## config.mk

```make
export PLATFORM = sky130hd
export DESIGN_NAME = bcd_addsub_serial
export DESIGN_NICKNAME = d
export VERILOG_FILES = /design/src/rtl/bcd_pkg.sv /design/src/rtl/bcd_digit_add.sv /design/src/rtl/bcd_addsub_serial.sv
export SDC_FILE = /design/constraint.sdc
export NUM_CORES = 1
export LEC_CHECK = 0
export CORE_AREA = 2 2 115 117
export CTS_CLUSTER_DIAMETER = 100
export DETAILED_ROUTE_END_ITERATION = 8
export DIE_AREA = 0 0 117 119
export PLACE_DENSITY_LB_ADDON = 0.15
export SLEW_MARGIN = 25
export SYNTH_ARGS = -nofsm -noshare
export SYNTH_HDL_FRONTEND = slang
export SYNTH_SLANG_ARGS = --single-unit
```

## constraint.sdc

```tcl
create_clock -name clk -period 5 [get_ports clk]
set_clock_uncertainty 0.05 [all_clocks]
set_input_delay 1 -clock clk [delete_from_list [all_inputs] [get_ports clk]]
set_output_delay 1 -clock clk [all_outputs]
set_load 0.02 [all_outputs]
```

## src/rtl/bcd_pkg.sv

```systemverilog
// Shared definitions for the digit-serial BCD adder/subtractor.
// Contents: FSM state codes, BCD digit width and constants, and the
// nines() helper that returns the nines complement of one BCD digit.
package bcd_pkg;

    localparam int DIGIT_W = 4;

    localparam logic [DIGIT_W-1:0] BCD_MAX  = 4'd9;
    localparam logic [DIGIT_W-1:0] BCD_CORR = 4'd6;

    // FSM state encoding
    localparam logic [1:0] ST_IDLE = 2'd0;
    localparam logic [1:0] ST_RUN  = 2'd1;
    localparam logic [1:0] ST_FIX  = 2'd2;
    localparam logic [1:0] ST_DONE = 2'd3;

    function automatic logic [DIGIT_W-1:0] nines(input logic [DIGIT_W-1:0] d);
        return BCD_MAX - d;
    endfunction

endpackage

```

## src/rtl/bcd_digit_add.sv

```systemverilog
// One-digit BCD adder with decimal correction (purely combinational).
// Ports:
//   x, y  : BCD digit inputs
//   cin   : carry in
//   s     : corrected BCD digit out
//   cout  : decimal carry out (binary sum > 9)
module bcd_digit_add
    import bcd_pkg::*;
(
    input  logic [DIGIT_W-1:0] x,
    input  logic [DIGIT_W-1:0] y,
    input  logic               cin,
    output logic [DIGIT_W-1:0] s,
    output logic               cout
);

    logic [DIGIT_W:0] bin;

    always_comb begin
        bin  = {1'b0, x} + {1'b0, y} + {{DIGIT_W{1'b0}}, cin};
        cout = (bin > {1'b0, BCD_MAX});
        // Adding 6 modulo 16 skips the six unused codes 10..15.
        s    = cout ? (bin[DIGIT_W-1:0] + BCD_CORR) : bin[DIGIT_W-1:0];
    end

endmodule

```

## src/rtl/bcd_addsub_serial.sv

```systemverilog
// Digit-serial multi-digit BCD adder/subtractor, LSD first, one digit per
// clock through a single shared bcd_digit_add. Subtraction adds the ten's
// complement of b; a negative difference is turned back into a magnitude
// by a second serial pass (FIX).
// Ports:
//   clk, rst   : clock, synchronous active-high reset
//   start, sub : request and operation (0 add, 1 subtract), sampled in IDLE
//   a, b       : packed BCD operands, digit 0 in bits [3:0]
//   busy       : high outside IDLE
//   done       : one-cycle pulse, outputs valid
//   result     : packed BCD sum or difference magnitude
//   cout       : decimal carry out of the MSD (add only)
//   neg        : difference was negative (sub only)
//   invalid    : operand digit > 9 seen at start
// Optional: define BCD_INVALID_CHECK_EN to build the invalid-digit check;
// otherwise invalid is tied to 0.
module bcd_addsub_serial
    import bcd_pkg::*;
#(
    parameter int DIGITS = 4,
    parameter int CNT_W  = $clog2(DIGITS) + 1
) (
    input  logic                    clk,
    input  logic                    rst,
    input  logic                    start,
    input  logic                    sub,
    input  logic [DIGIT_W*DIGITS-1:0] a,
    input  logic [DIGIT_W*DIGITS-1:0] b,
    output logic                    busy,
    output logic                    done,
    output logic [DIGIT_W*DIGITS-1:0] result,
    output logic                    cout,
    output logic                    neg,
    output logic                    invalid
);

    localparam int W = DIGIT_W * DIGITS;
    localparam logic [CNT_W-1:0] LAST = CNT_W'(DIGITS - 1);

    logic [1:0]       state_q, state_d;
    logic [W-1:0]     a_q, a_d, b_q, b_d, res_q, res_d, b_nines;
    logic [CNT_W-1:0] cnt_q, cnt_d;
    logic             carry_q, carry_d, sub_q, sub_d;
    logic             cout_q, cout_d, neg_q, neg_d;

    logic [DIGIT_W-1:0] add_x, add_y, add_s;
    logic               add_co;
    logic [W+DIGIT_W-1:0] res_shift;

    // FIX reuses the adder as nines(digit) + 0 + carry.
    assign add_x = (state_q == ST_FIX) ? nines(res_q[DIGIT_W-1:0]) : a_q[DIGIT_W-1:0];
    assign add_y = (state_q == ST_FIX) ? '0 : b_q[DIGIT_W-1:0];

    bcd_digit_add u_add (
        .x    (add_x),
        .y    (add_y),
        .cin  (carry_q),
        .s    (add_s),
        .cout (add_co)
    );

    // New digit enters at the MSD end; after DIGITS shifts digit 0 sits at [3:0].
    assign res_shift = {add_s, res_q};

    always_comb begin
        for (int i = 0; i < DIGITS; i++)
            b_nines[i*DIGIT_W +: DIGIT_W] = nines(b[i*DIGIT_W +: DIGIT_W]);
    end

    always_comb begin
        state_d = state_q;
        a_d     = a_q;
        b_d     = b_q;
        res_d   = res_q;
        cnt_d   = cnt_q;
        carry_d = carry_q;
        sub_d   = sub_q;
        cout_d  = cout_q;
        neg_d   = neg_q;
        case (state_q)
            ST_IDLE: begin
                if (start) begin
                    a_d     = a;
                    b_d     = sub ? b_nines : b;
                    sub_d   = sub;
                    carry_d = sub;      // the +1 of the ten's complement
                    cnt_d   = '0;
                    res_d   = '0;
                    cout_d  = 1'b0;
                    neg_d   = 1'b0;
                    state_d = ST_RUN;
                end
            end
            ST_RUN: begin
                a_d     = a_q >> DIGIT_W;
                b_d     = b_q >> DIGIT_W;
                res_d   = res_shift[W+DIGIT_W-1:DIGIT_W];
                carry_d = add_co;
                cnt_d   = cnt_q + 1'b1;
                if (cnt_q == LAST) begin
                    if (!sub_q) begin
                        cout_d  = add_co;
                        state_d = ST_DONE;
                    end else if (add_co) begin
                        state_d = ST_DONE;
                    end else begin
                        // No carry out of a ten's-complement add: a < b.
                        carry_d = 1'b1;
                        cnt_d   = '0;
                        state_d = ST_FIX;
                    end
                end
            end
            ST_FIX: begin
                res_d   = res_shift[W+DIGIT_W-1:DIGIT_W];
                carry_d = add_co;
                cnt_d   = cnt_q + 1'b1;
                if (cnt_q == LAST) begin
                    neg_d   = 1'b1;
                    state_d = ST_DONE;
                end
            end
            default: state_d = ST_IDLE;  // ST_DONE
        endcase
    end

    always_ff @(posedge clk) begin
        if (rst) begin
            state_q <= ST_IDLE;
            a_q     <= '0;
            b_q     <= '0;
            res_q   <= '0;
            cnt_q   <= '0;
            carry_q <= 1'b0;
            sub_q   <= 1'b0;
            cout_q  <= 1'b0;
            neg_q   <= 1'b0;
        end else begin
            state_q <= state_d;
            a_q     <= a_d;
            b_q     <= b_d;
            res_q   <= res_d;
            cnt_q   <= cnt_d;
            carry_q <= carry_d;
            sub_q   <= sub_d;
            cout_q  <= cout_d;
            neg_q   <= neg_d;
        end
    end

`ifdef BCD_INVALID_CHECK_EN
    logic inv_q, inv_d;

    always_comb begin
        inv_d = inv_q;
        if (state_q == ST_IDLE && start) begin
            inv_d = 1'b0;
            for (int i = 0; i < DIGITS; i++) begin
                if (a[i*DIGIT_W +: DIGIT_W] > BCD_MAX || b[i*DIGIT_W +: DIGIT_W] > BCD_MAX)
                    inv_d = 1'b1;
            end
        end
    end

    always_ff @(posedge clk) begin
        if (rst) inv_q <= 1'b0;
        else     inv_q <= inv_d;
    end

    assign invalid = inv_q;
`else
    assign invalid = 1'b0;
`endif

    assign busy   = (state_q != ST_IDLE);
    assign done   = (state_q == ST_DONE);
    assign result = res_q;
    assign cout   = cout_q;
    assign neg    = neg_q;

endmodule

```

; ---- Word-level counts from Yosys, hierarchy flattened
; Cells that the tools add are included.
[word_totals]
in_bits = 36
ram_bits = 0
reg_bits = 57
romBits = 0
latchBits = 0
mem_count = 0
[classes]
n_bitwise = 0
n_addsub = 9
div_mod_pow = 0
n_reduce_logical = 14
n_eq_ne = 8
order_cmp = 1
n_mux = 31
shifts = 0
mul = 0
[op_table]
columns = operator, n
row1 = case mux 16 bit (2 select lines), 3
row2 = two-way mux 16 bit, 4
row3 = "subtractor 4 bit, first input constant", 5
row4 = two-way mux 3 bit, 4
row5 = two-way mux 4 bit, 3
row6 = two-way mux 1 bit, 9
row7 = case mux 3 bit (3 select lines), 1
row8 = AND reduction 2 bit, 4
row9 = nonzero test 2 bit, 4
row10 = two-way mux 2 bit, 3
row11 = "!= test 2 bit, second input constant", 3
row12 = case mux 2 bit (3 select lines), 1
row13 = AND reduction 3 bit, 2
row14 = adder 4 x 4 -> 5 bit, 1
row15 = adder 5 x 1 -> 5 bit, 1
row16 = "> comparator 5 x 4 -> 1 bit, second input constant", 1
row17 = "adder 4 x 3 -> 4 bit, second input constant", 1
row18 = "equality test 2 bit, second input constant", 2
row19 = case mux 1 bit (2 select lines), 2
row20 = AND reduction 4 bit, 1
row21 = "adder 3 x 1 -> 3 bit, second input constant", 1
row22 = "equality test 3 x 2 -> 1 bit, second input constant", 1
row23 = case mux 1 bit (3 select lines), 1
row24 = nonzero test 3 bit, 1
row25 = other kinds (4), 4

; ---- Logic depth before layout (Yosys ltp)
; Gate-level depths: netlist of run 1.
[logic_depth]
ltp_word = 9
ltp_mapped = 14
mapped_depth_nobuf = 13

; ---- Cells and area by module
; Synthesis of run 1 repeated with hierarchy kept, for this count alone.
[unflattened]
cells_unflattened = 361
area_unflattened_um2 = 3111.7
[by_module_without_submodules]
columns = mod, cells_each, area_each_um2, instances
row1 = bcd_addsub_serial, 339, 2900.3, 1
row2 = bcd_digit_add, 22, 211.5, 1

; ---- Worst setup path after synthesis of run 1
; No wires, ideal clock.
[synth_path]
path_kind = reg2reg
start = register state_q[0]
end = register cout_q, in the netlist cout
path_buffers = 1
arrival_time_ps = 3089
setup_time_ps = 70
required_ps = 4880
stages_incl_launch_ff = 14
synth_period_minus_slack_ps = 3209
path_slack_ps = 1791
cell_sequence = dfxtp_1 > inv_1 > ha_1 > clkbuf_1 > o21ai_0 > fa_1 > inv_1 > fa_1 > xnor2_2 > ha_1 > a22oi_4 > a31oi_4 > or4_1 > a21oi_1
[synth_between]
elab_chain_cells = 8
word_cells_on_any_way = 16
[synth_lines]
columns = element, line_no
row1 = start: declaration, bcd_addsub_serial.sv:40  ; logic [1:0] state_q, state_d;
row2 = start signal: assignment, bcd_addsub_serial.sv:139  ; state_q <= state_d;
row3 = equality test 2 bit, "bcd_addsub_serial.sv:51, bcd_addsub_serial.sv:52"
row4 = "two-way mux 4 bit, on equally long branches", "bcd_addsub_serial.sv:51, bcd_addsub_serial.sv:52"
row5 = adder 4 x 4 -> 5 bit, bcd_digit_add.sv:20  ; bin = {1'b0, x} + {1'b0, y} + {{DIGIT_W{1'b0}}, cin};
row6 = adder 5 x 1 -> 5 bit, bcd_digit_add.sv:20
row7 = > comparator 5 x 4 -> 1 bit, bcd_digit_add.sv:21  ; cout = (bin > {1'b0, BCD_MAX});
row8 = two-way mux 1 bit, bcd_addsub_serial.sv:101  ; if (!sub_q) begin
row9 = two-way mux 1 bit, bcd_addsub_serial.sv:100  ; if (cnt_q == LAST) begin
row10 = case mux 1 bit (2 select lines), bcd_addsub_serial.sv:80  ; case (state_q)
row11 = end signal: assignment, bcd_addsub_serial.sv:146  ; cout_q <= cout_d;
row12 = end: declaration, bcd_addsub_serial.sv:44  ; logic cout_q, cout_d, neg_q, neg_d;
; Several ways; a longest one is shown, not always the timed one. The select of a mux whose other input is x is not followed.
; A chain may end at the register's enable or synchronous reset.

; ---- Worst setup path in the final report of run 1
; Ends and elaborated chain as after synthesis.

==> results of run 1 <==
## cell usage after synthesis, drive strengths merged
master         number
dfxtp              57
nand2              57
nor2               34
a21oi              33
inv                22
mux2i              19
clkbuf             18
o21ai              18
a211oi             17
ha                 17
nand3              16
a22oi              10
buf                 7
xnor2               7
nor2b               4
xor2                4
nand2b              3
nor3                3
or3                 3
a311o               2
a31oi               2
fa                  2
mux2                2
or4                 2
a211o               1
a21o                1
a22o                1
a311oi              1
and2                1
and3b               1
clkdlybuf4s25       1
conb                1
nor3b               1
nor4                1
o21a                1
o21bai              1
o22ai               1
o31ai               1
or2                 1
## worst max-delay path: stages (launching register included)
cell and delay [ps]:
dfxtp_1 410, inv_1 110, ha_1 300, o21ai_0 250
fa_1 230, inv_1 60, fa_1 430, xnor2_2 210
ha_1 290, a22oi_4 240, a31oi_4 140, or4_1 470
a21oi_1 140
## registers in the layout (all words and copies together), names as in the netlist
| name | count |
|---|---|
| a_q | 16 |
| b_q | 16 |
| carry_q | 1 |
| cnt_q | 3 |
| cout | 1 |
| neg | 1 |
| result | 16 |
| state_q | 2 |
| sub_q | 1 |
## final timing paths
kind / from / endpoint / slack [ps]
worst max-delay path: state_q[0]$_SDFFE_PP0P_ / cout$_SDFFE_PP0P_ / 1600
worst max register to register: state_q[0]$_SDFFE_PP0P_ / cout$_SDFFE_PP0P_ / 1600
worst min-delay path: b_q[11]$_SDFFE_PP0P_ / b_q[11]$_SDFFE_PP0P_ / 400
worst min register to register: b_q[11]$_SDFFE_PP0P_ / b_q[11]$_SDFFE_PP0P_ / 400
## power by group
part / internal (mW) / total (mW) / switching, mW
Sequential: 0.582 / 0.656 / 0.0742
Combinational: 0.491 / 1.24 / 0.746
Clock: 0.356 / 0.549 / 0.193
## logic make-up (layout without fill, tap and decap cells)
logic type,after synthesis,in the layout,synth area share
adders and majority gates,19,19,0.0818
buffers and inverters,48,94,0.0741
other,1,1,0.00121
xor gates and xnor gates,11,11,0.0336
AOI/OAI and AO/OA,90,90,0.192
and+or+nand+nor,127,127,0.179
muxes,21,21,0.0689
DFF,57,57,0.369
## per-stage QoR
step	hold slack, ps	std cells
finish	402	596
global route	423	596
CTS	402	596
detailed placement	395	582
global placement	391	582
floorplan	375	374
## routing by layer
metal | global-route usage | vias up | share of wire
li1 | - | 1373 | -
met1 | 0.151 | 1209 | 0.47
met2 | 0.185 | 64 | 0.46
met3 | 0.0407 | 9 | 0.053
met4 | 0.0426 | 0 | 0.014
met5 | 0 | - | 0
## area by class of cell
cell class | count | area (um2)
fill | 1395 | 8880
clock buffer | 14 | 264
timing repair buffer | 58 | 568
multi-input combinational | 269 | 1720
inverter | 22 | 82.6
sequential | 57 | 1140
tap | 176 | 220
==> metrics.md, run 1 <==
| Metric | Value |
|---|---|
| Status | finished clean |
| Final setup TNS | 0 ps |
| Maxcap violations | 0 |
| Post-cts hold buffer count | 0 |
| Max VDD drop | 192 uV |
| Crit path DAT | 3600 ps |
| Total clock sinks | 57 |
| Final worst setup slack | 1600 ps |
| Fin crit share | 0.680 |
| Leading cell types in the layout, fill and taps excluded | nand2_1 (57), dfxtp_1 (57), clkdlybuf4s50_1 (54) |
| Nets | 472 |
| Worst r2r path cells | 12 |
| Most area-consuming cells after synthesis | dfxtp_1 (37%), nand2_1 (6.9%), ha_1 (6.9%) |
| Root Buffer | clkbuf_16 |
| Worst-Margin Slew | 958 ps |
| CP startpoint kind | flop |
| Placed Area | 3730 um2 |
| Max_slew headroom | 0.361 |
| H-tree lvl count | 3 |
| Antenna-violating nets left | 0 |
| Post-synthesis sequential area ratio | 0.369 |
| Remaining DRCs | 0 |
| 1st-iter DRT viols | 86 |
| Distinct cells, synth | 48 |
| Core area | 12,900 um2 |
| Area grow syn2layout | 29.4% |
| Worst-Skew Late Latency | 330 ps |
| Clock Path Buffers | 2 |
| IO buf count | 55 |
| Post-place setup slack | 1580 ps |
| Pwr Total | 2.44 mW |
| Post-synthesis net count | 429 |
| Final Hold Fails | 0 |
| Share of layout cells above drive strength 1 | 0.0667 |
| CTS tree | done |
| Minimum clock period | 3400 ps |
| Total congestion overflow | 0 |
| RSZ-0062 raised after global routing | no |
| Hold WC Path Type | flop to flop |
| Post-synth top area share | 0.369 |
| Vias per inst | 4.45 |
| Initial antenna violation count | 0 |
| Final setup fails | 0 |
| Routed WL per cell | 12.9 um |
| Final Max Slew Viols | 0 |
| Final wirelength | 7.70 mm |
| Cts bufs inserted | 9 |
| Flops & latches, synth | 57 |
| Detailed placement HPWL | 5.41 mm |
| Power per Cell Area | 611 nW/um2 |
| Number of synthesis warnings | 0 |
| Global-route wire length before repair | 12.7 mm |
| Die height | 119 um |
| Total Die Area | 13,900 um2 |
| Worst-path clk slew | 50 ps |
| Synthesized area per cell | 8.26 um2 |
| Vias in the first global route | 2,552 |
| Drt first pass iters | 4 |
| Yosys top cell by area | dfxtp_1 |
| Synthesized area | 3090 um2 |
| Routability cong. | 0.756 |
| Vias | 2,655 |
| GR Util All Layers | 0.119 |
| Peak Freq | 294 MHz |
| Finished Core Util | 0.310 |
| Worst-path fanout max | 8 |
| Initial Utilization | 0.240 |
| Row cnt | 42 |
| Largest net degree at the start of global routing | 54 |
| Postcts setup bufs | 0 |
| Worst endpoint required time | 5200 ps |
| Setup CP Type | flop to flop |
| Num ports | 57 |
| Die X | 117 um |
| PostCTS Resize Cnt | 0 |
| Diode count | 0 |
| Synthesized instance count | 374 |
| Post-route cell area | 4000 um2 |
| Hold depth | 2 |
| Pleak | 1.49 nW |
| Critical path endpoint category | flop |
(Power assumes the default switching activity.)
==> run 2: changes to the inputs <==
==> constraint.sdc (replaced) <==
create_clock -name clk -period 2.88 [get_ports clk]
set_clock_uncertainty 0.05 [all_clocks]
set_input_delay 0.576 -clock clk [delete_from_list [all_inputs] [get_ports clk]]
set_output_delay 0.576 -clock clk [all_outputs]
set_load 0.02 [all_outputs]
==> run 2 against run 1 <==
Compared with the run above:
- combinational power up 100%
- worst setup slack worse by 1500 ps
- total power up 98%
- non-clock buffer count up 14
- count of clock-buffer cells in the layout down 3
- largest cell class unchanged
- largest power group unchanged
==> metrics.md, run 2 (synthesized netlist as in run 1, its figures left out) <==
| Metric | Value |
|---|---|
| Status | finished clean |
| 1st-iter DRT viols | 109 (+27%) |
| Post-cts hold buffer count | 0 (unchanged) |
| Critical path origin | state_q[0]$_SDFFE_PP0P_ |
| RR Startpoint | state_q[0]$_SDFFE_PP0P_ |
| H-tree lvl count | 3 (unchanged) |
| Routability cong. | 0.854 (+13%) |
| Worst-path cell chain | inv_4 > ha_4 > nand2_2 > o21ai_4 > fa_2 > inv_1 > fa_2 > inv_2 > ha_4 > a22oi_4 > a31oi_4 > or4_1 > a21oi_2 |
| Leading cell types in the layout, fill and taps excluded | nand2_1 (56), dfxtp_1 (55), clkdlybuf4s50_1 (54) |
| Total Die Area | 13,900 um2 (unchanged) |
| Slack of the worst reg-to-reg path | 120 ps (-1480 ps) |
| Power per Cell Area | 1130 nW/um2 (+85%) |
| Core area | 12,900 um2 (unchanged) |
| Post-route cell area | 4280 um2 (+7.0%) |
| Postcts setup bufs | 0 (unchanged) |
| Worst r2r path cells | 13 (+1) |
| Max_slew headroom | 0.492 (+0.131) |
| Drt first pass iters | 4 (unchanged) |
| Routed WL per cell | 13.0 um (+0.70%) |
| Critical path endpoint category | flop |
| Vias per inst | 4.40 (-1.3%) |
| Worst endpoint required time | 3090 ps (-2110 ps) |
| Initial Utilization | 0.240 (unchanged) |
| Remaining DRCs | 0 (unchanged) |
| Num ports | 57 (unchanged) |
| Largest net degree at the start of global routing | 40 (-26%) |
| Most common cell after layout, fill and taps aside | nand2_1 |
| Max incr delay on CP | 530 ps (+60 ps) |
| Worst-path fanout max | 5 (-3) |
| Vias | 2,691 (+1.4%) |
| CP startpoint kind | flop |
| Pwr Total | 4.83 mW (+98%) |
| Final Max Slew Viols | 0 (unchanged) |
| Non-filler cells, final | 612 (+2.7%) |
| Worst-path clk slew | 50 ps (about the same) |
| Detailed placement HPWL | 5.79 mm (+7.1%) |
| Diode count | 0 (unchanged) |
| Crit-path leading delay family | adder cells |
| Final setup TNS | 0 ps (unchanged) |
| Final setup fails | 0 (unchanged) |
| Nets | 486 (+3.0%) |
| Fill cells | 1,380 (-1.1%) |
| Worst-Skew Late Latency | 330 ps (about the same) |
| Fin crit share | 0.959 (+0.279) |
| Max VDD drop | 416 uV (+120%) |
| Hold path startpoint | b_q[3]$_SDFFE_PP0P_ |
| Pleak | 1.61 nW (+7.7%) |
| Global-route wire length before repair | 13.2 mm (+4.0%) |
| Final wirelength | 7.96 mm (+3.4%) |
| RSZ-0062 raised after global routing | no |
| Row cnt | 42 (unchanged) |
| Peak Freq | 362 MHz (+23%) |
| Total clock sinks | 57 (unchanged) |
| Minimum clock period | 2760 ps (-638 ps) |
| Share of layout cells above drive strength 1 | 0.142 (+0.0755) |
| GR Util All Layers | 0.123 (+0.00467) |
| Die X | 117 um (unchanged) |
| Antenna-violating nets left | 0 (unchanged) |
| Setup CP Type | flop to flop |
| Slowest-stage cell, CP | fa_2 |
| Finished Core Util | 0.332 (+0.0217) |
| Crit path DAT | 2970 ps (-630 ps) |
| Crit Reg-Reg Endpoint | cout$_SDFFE_PP0P_ |
| IO buf count | 55 (unchanged) |
| Final Hold Fails | 0 (unchanged) |
| Die height | 119 um (unchanged) |
| Post-place setup slack | -23.1 ps (-1600 ps) |
| Cts bufs inserted | 9 (unchanged) |
| Cell count after placement | 596 (+2.4%) |
| Total congestion overflow | 0 (unchanged) |
| Worst-Margin Slew | 759 ps (-199 ps) |
| Initial antenna violation count | 0 (unchanged) |
| Area grow syn2layout | 38.4% |
| Clock Path Buffers | 2 (unchanged) |
| CTS tree | done |
| Hold endpoint | b_q[3]$_SDFFE_PP0P_ |
| Hold depth | 2 (unchanged) |
| Worst path bufs/invs | 3 (+1) |
| Maxcap violations | 0 (unchanged) |
| Placed Area | 3880 um2 (+4.1%) |
| Final worst setup slack | 118 ps (-1480 ps) |
| Vias in the first global route | 2,616 (+2.5%) |
| Minimum hold slack | 395 ps (-7.24 ps) |
| Root Buffer | clkbuf_16 |
| Hold WC Path Type | flop to flop |
run 2: worst max-delay path by stage:
stage / end / slack [ps] / cells after the start
after floorplan: cout$_SDFFE_PP0P_ / 8 / 13
after global placement: cout$_SDFFE_PP0P_ / 50 / 12
after detailed placement: cout$_SDFFE_PP0P_ / -20 / 12
after CTS: cout$_SDFFE_PP0P_ / 10 / 12
after global routing: cout$_SDFFE_PP0P_ / 20 / 13
final: cout$_SDFFE_PP0P_ / 120 / 13
run 2: routing by layer:
layer  track usage  part of all wire  up-vias
met2         0.202              0.47       74
li1              -                 -     1399
met1         0.152              0.47     1208
met5             0                 0        -
met3        0.0356             0.046       10
met4        0.0478             0.017        0
run 2: power breakdown:
| part | switching, mW | internal (mW) |
|---|---|---|
| clock | 0.369 | 0.800 |
| sequential | 0.138 | 1.01 |
| combinational | 1.41 | 1.10 |
| total | 1.91 | 2.92 |
run 2: timing repair:
action | 4_1_cts | 5_1_grt
pin swaps | 0 | 5
gates resized for setup | 4 | 9
endpoints found under the setup margin | 5 | 7
run 2: worst reg2reg max path, stage by stage (launching register included):
cell	delay, ps
dfxtp_2	330
inv_4	80
ha_4	180
nand2_2	70
o21ai_4	70
fa_2	210
inv_1	50
fa_2	530
inv_2	60
ha_4	170
a22oi_4	210
a31oi_4	130
or4_1	430
a21oi_2	130
run 2: cell type report:
cell class	instances	area, um2	share of cell area
multi-input combinational	269	1810	0.424
clock inverter	5	77.6	0.0181
inverter	22	85.1	0.0199
timing repair buffer	72	686	0.160
tap	176	220	0.0515
clock buffer	11	253	0.0591
sequential	57	1140	0.267
==> run 3: changes to the inputs <==
--- a/config.mk
+++ b/config.mk
@@ -5,11 +5,12 @@
 export SDC_FILE = /design/constraint.sdc
 export NUM_CORES = 1
 export LEC_CHECK = 0
-export CORE_AREA = 2 2 115 117
+export CORE_AREA = 2 2 88 153
 export CTS_CLUSTER_DIAMETER = 100
 export DETAILED_ROUTE_END_ITERATION = 8
-export DIE_AREA = 0 0 117 119
+export DIE_AREA = 0 0 90 155
 export PLACE_DENSITY_LB_ADDON = 0.15
+export REMOVE_ABC_BUFFERS = 1
 export SLEW_MARGIN = 25
 export SYNTH_ARGS = -nofsm -noshare
 export SYNTH_HDL_FRONTEND = slang
==> run 3 against run 2 <==
Compared with the run above:
- clock power about the same
- register-to-register slack worse by 20 ps
- hold slack about the same
- sequential power about the same
- first-iteration DRC count down 6.4%
- worst setup slack worse by 20 ps
- utilization up 0.28 points
- combinational power about the same
- cell area up 0.26%
- via count up 2.2%
- sequential share of layout area down 0.070 points
- critical endpoint unchanged
==> metrics.md, run 3 (synthesized netlist as in run 1, its figures left out) <==
| Metric | Value |
|---|---|
| Drt first pass iters | 6 (+2) |
| Worst-Skew Late Latency | 330 ps (about the same) |
| Final wirelength | 8.25 mm (+3.5%) |
| Setup CP Type | flop to flop |
| Max_slew headroom | 0.559 (+0.0667) |
| Final Hold Fails | 0 (unchanged) |
| Largest net degree at the start of global routing | 41 (+2.5%) |
| Post-cts hold buffer count | 0 (unchanged) |
| Global-route wire length before repair | 13.3 mm (+0.58%) |
| Num ports | 57 (unchanged) |
| Max VDD drop | 384 uV (-7.6%) |
| CTS tree | done |
| Fin crit share | 0.966 (+0.00683) |
| Fill cells | 1,423 (+3.1%) |
| Vias | 2,750 (+2.2%) |
| Vias in the first global route | 2,718 (+3.9%) |
| Die X | 90 um (-23%) |
| Worst-Margin Slew | 660 ps (-99.7 ps) |
| Footprint of the multi-input gates | 1790 um2 (-1.2%) |
| Worst-path cell chain | inv_4 > ha_4 > mux2_4 > fa_2 > inv_2 > ha_2 > a22oi_4 > a31oi_4 > or4_1 > a21oi_1 |
| Root Buffer | clkbuf_16 |
| Detailed placement HPWL | 6.30 mm (+8.8%) |
| Total clock sinks | 57 (unchanged) |
| Status | finished clean |
| Cts bufs inserted | 9 (unchanged) |
| Switching share of power | 0.388 (-0.00840) |
| Hold WC Path Type | flop to flop |
| Max incr delay on CP | 580 ps (+50 ps) |
| Part of the power in registers | 0.235 (-0.003) |
| Maxcap violations | 0 (unchanged) |
| 1st-iter DRT viols | 102 (-6.4%) |
| Combinational share of power | 0.522 (+0.002) |
| RSZ-0062 raised after global routing | yes |
| Initial Utilization | 0.241 (+0.00141) |
| Share of layout cells above drive strength 1 | 0.152 (+0.00938) |
| Antenna-violating nets left | 0 (unchanged) |
| Pwr Total | 4.87 mW (+0.81%) |
| Remaining DRCs | 0 (unchanged) |
| Total congestion overflow | 0 (unchanged) |
| Initial antenna violation count | 0 (unchanged) |
| Worst-path clk slew | 50 ps (about the same) |
| Diode count | 0 (unchanged) |
| Cell count after placement | 598 (+0.34%) |
| Power per Cell Area | 1130 nW/um2 (+0.54%) |
| Crit path DAT | 2980 ps (about the same) |
| Final setup fails | 0 (unchanged) |
| Worst-path fanout max | 5 (unchanged) |
| Pleak | 1.63 nW (+1.5%) |
| Internal | 2.98 mW (+2.2%) |
| Register area | 1140 um2 (unchanged) |
| Routability cong. | 0.819 (-4.0%) |
| Crit-path leading delay family | adder cells |
| GR Util All Layers | 0.120 (-0.00379) |
| Psw | 1.89 mW (-1.3%) |
| Routed WL per cell | 13.5 um (+3.4%) |
| Most common cell after layout, fill and taps aside | nand2_1 |
| Postcts setup bufs | 0 (unchanged) |
| Row cnt | 55 (+31%) |
| Critical path endpoint category | flop |
| Final Max Slew Viols | 0 (unchanged) |
| Non-filler cells, final | 613 (+0.16%) |
| Vias per inst | 4.49 (+2.0%) |
| H-tree lvl count | 3 (unchanged) |
| Leading cell types in the layout, fill and taps excluded | nand2_1 (57), dfxtp_1 (55), clkdlybuf4s50_1 (54) |
| Total Die Area | 14,000 um2 (+0.19%) |
| Worst path bufs/invs | 2 (-1) |
| Area grow syn2layout | 38.8% |
| Minimum clock period | 2780 ps (+19.7 ps) |
| Clock Path Buffers | 2 (unchanged) |
| Slowest-stage cell, CP | fa_2 |
| Slack of the worst reg-to-reg path | 100 ps (-20 ps) |
| CP startpoint kind | flop |
| Worst endpoint required time | 3080 ps (about the same) |
| Peak Freq | 360 MHz (-0.71%) |
| IO buf count | 55 (unchanged) |
| Nets | 493 (+1.4%) |
| Clk network pwr share | 0.242 (about the same) |
| Die height | 155 um (+30%) |
| Core area | 12,800 um2 (-0.58%) |
run 3: changes by cell type in the layout (fill, tap and decap cells not counted), sizes merged:
cell / delta
clkinvlp: -1
clkbuf: +2
clkinv: -2
buf: +7
run 3: through the flow:
| stage | hold WS [ps] | instance area [um2] | setup WS (ps) | util | setup TNS, ps |
|---|---|---|---|---|---|
| floorplan | 371 | 2940 | -257 | - | -829 |
| global placement | 390 | 3880 | -157 | 0.304 | -694 |
| detailed placement | 394 | 3880 | -221 | 0.304 | -1090 |
| CTS | 401 | 4280 | 3.15 | 0.334 | 0 |
| global route | 416 | 4290 | -28.7 | 0.335 | -38.9 |
| finish | 395 | 4290 | 98.7 | 0.335 | 0 |
run 3: routing by layer:
layer,vias to the layer above,part of all wire,GRT usage
met2,54,0.55,0.231
met4,0,0.027,0.0608
met5,-,0,0
met3,17,0.034,0.0232
met1,1271,0.39,0.120
li1,1408,-,-
run 3: final timing paths:
kind / startpoint / endpoint / cells past startpoint
worst max register to register: state_q[0]$_SDFFE_PP0P_ / cout$_SDFFE_PP0P_ / 10
worst max-delay path: state_q[0]$_SDFFE_PP0P_ / cout$_SDFFE_PP0P_ / 10
worst min-delay path: b_q[2]$_SDFFE_PP0P_ / b_q[2]$_SDFFE_PP0P_ / 2
worst min register to register: b_q[2]$_SDFFE_PP0P_ / b_q[2]$_SDFFE_PP0P_ / 2
run 3: worst reg2reg max path: stages, from the launching register on:
cell	delay, ps
dfxtp_2	330
inv_4	80
ha_4	160
mux2_4	320
fa_2	580
inv_2	40
ha_2	190
a22oi_4	220
a31oi_4	110
or4_1	470
a21oi_1	140
run 3: cell type report:
type,instances,area share
repair buffers,79,0.169
clock inverters,2,0.0140
flip-flops and latches,57,0.267
multi-input cells,269,0.417
inverters,22,0.0198
well taps,171,0.0499
clock buffers,13,0.0630
run 3: timing repair:
action | 4_1_cts | 5_1_grt
endpoints found under the setup margin | 8 | 6
resized for setup | 14 | 6
pin swaps | 2 | 3
run 3: power groups by stage:
stage	sequential [mW]	clock [mW]	combinational [mW]
after floorplan	1.15	0	1.58
after global placement	1.15	0	2.44
after detailed placement	1.15	0	2.47
after CTS	1.15	1.21	2.55
after global routing	1.17	1.24	2.81
final	1.14	1.18	2.54
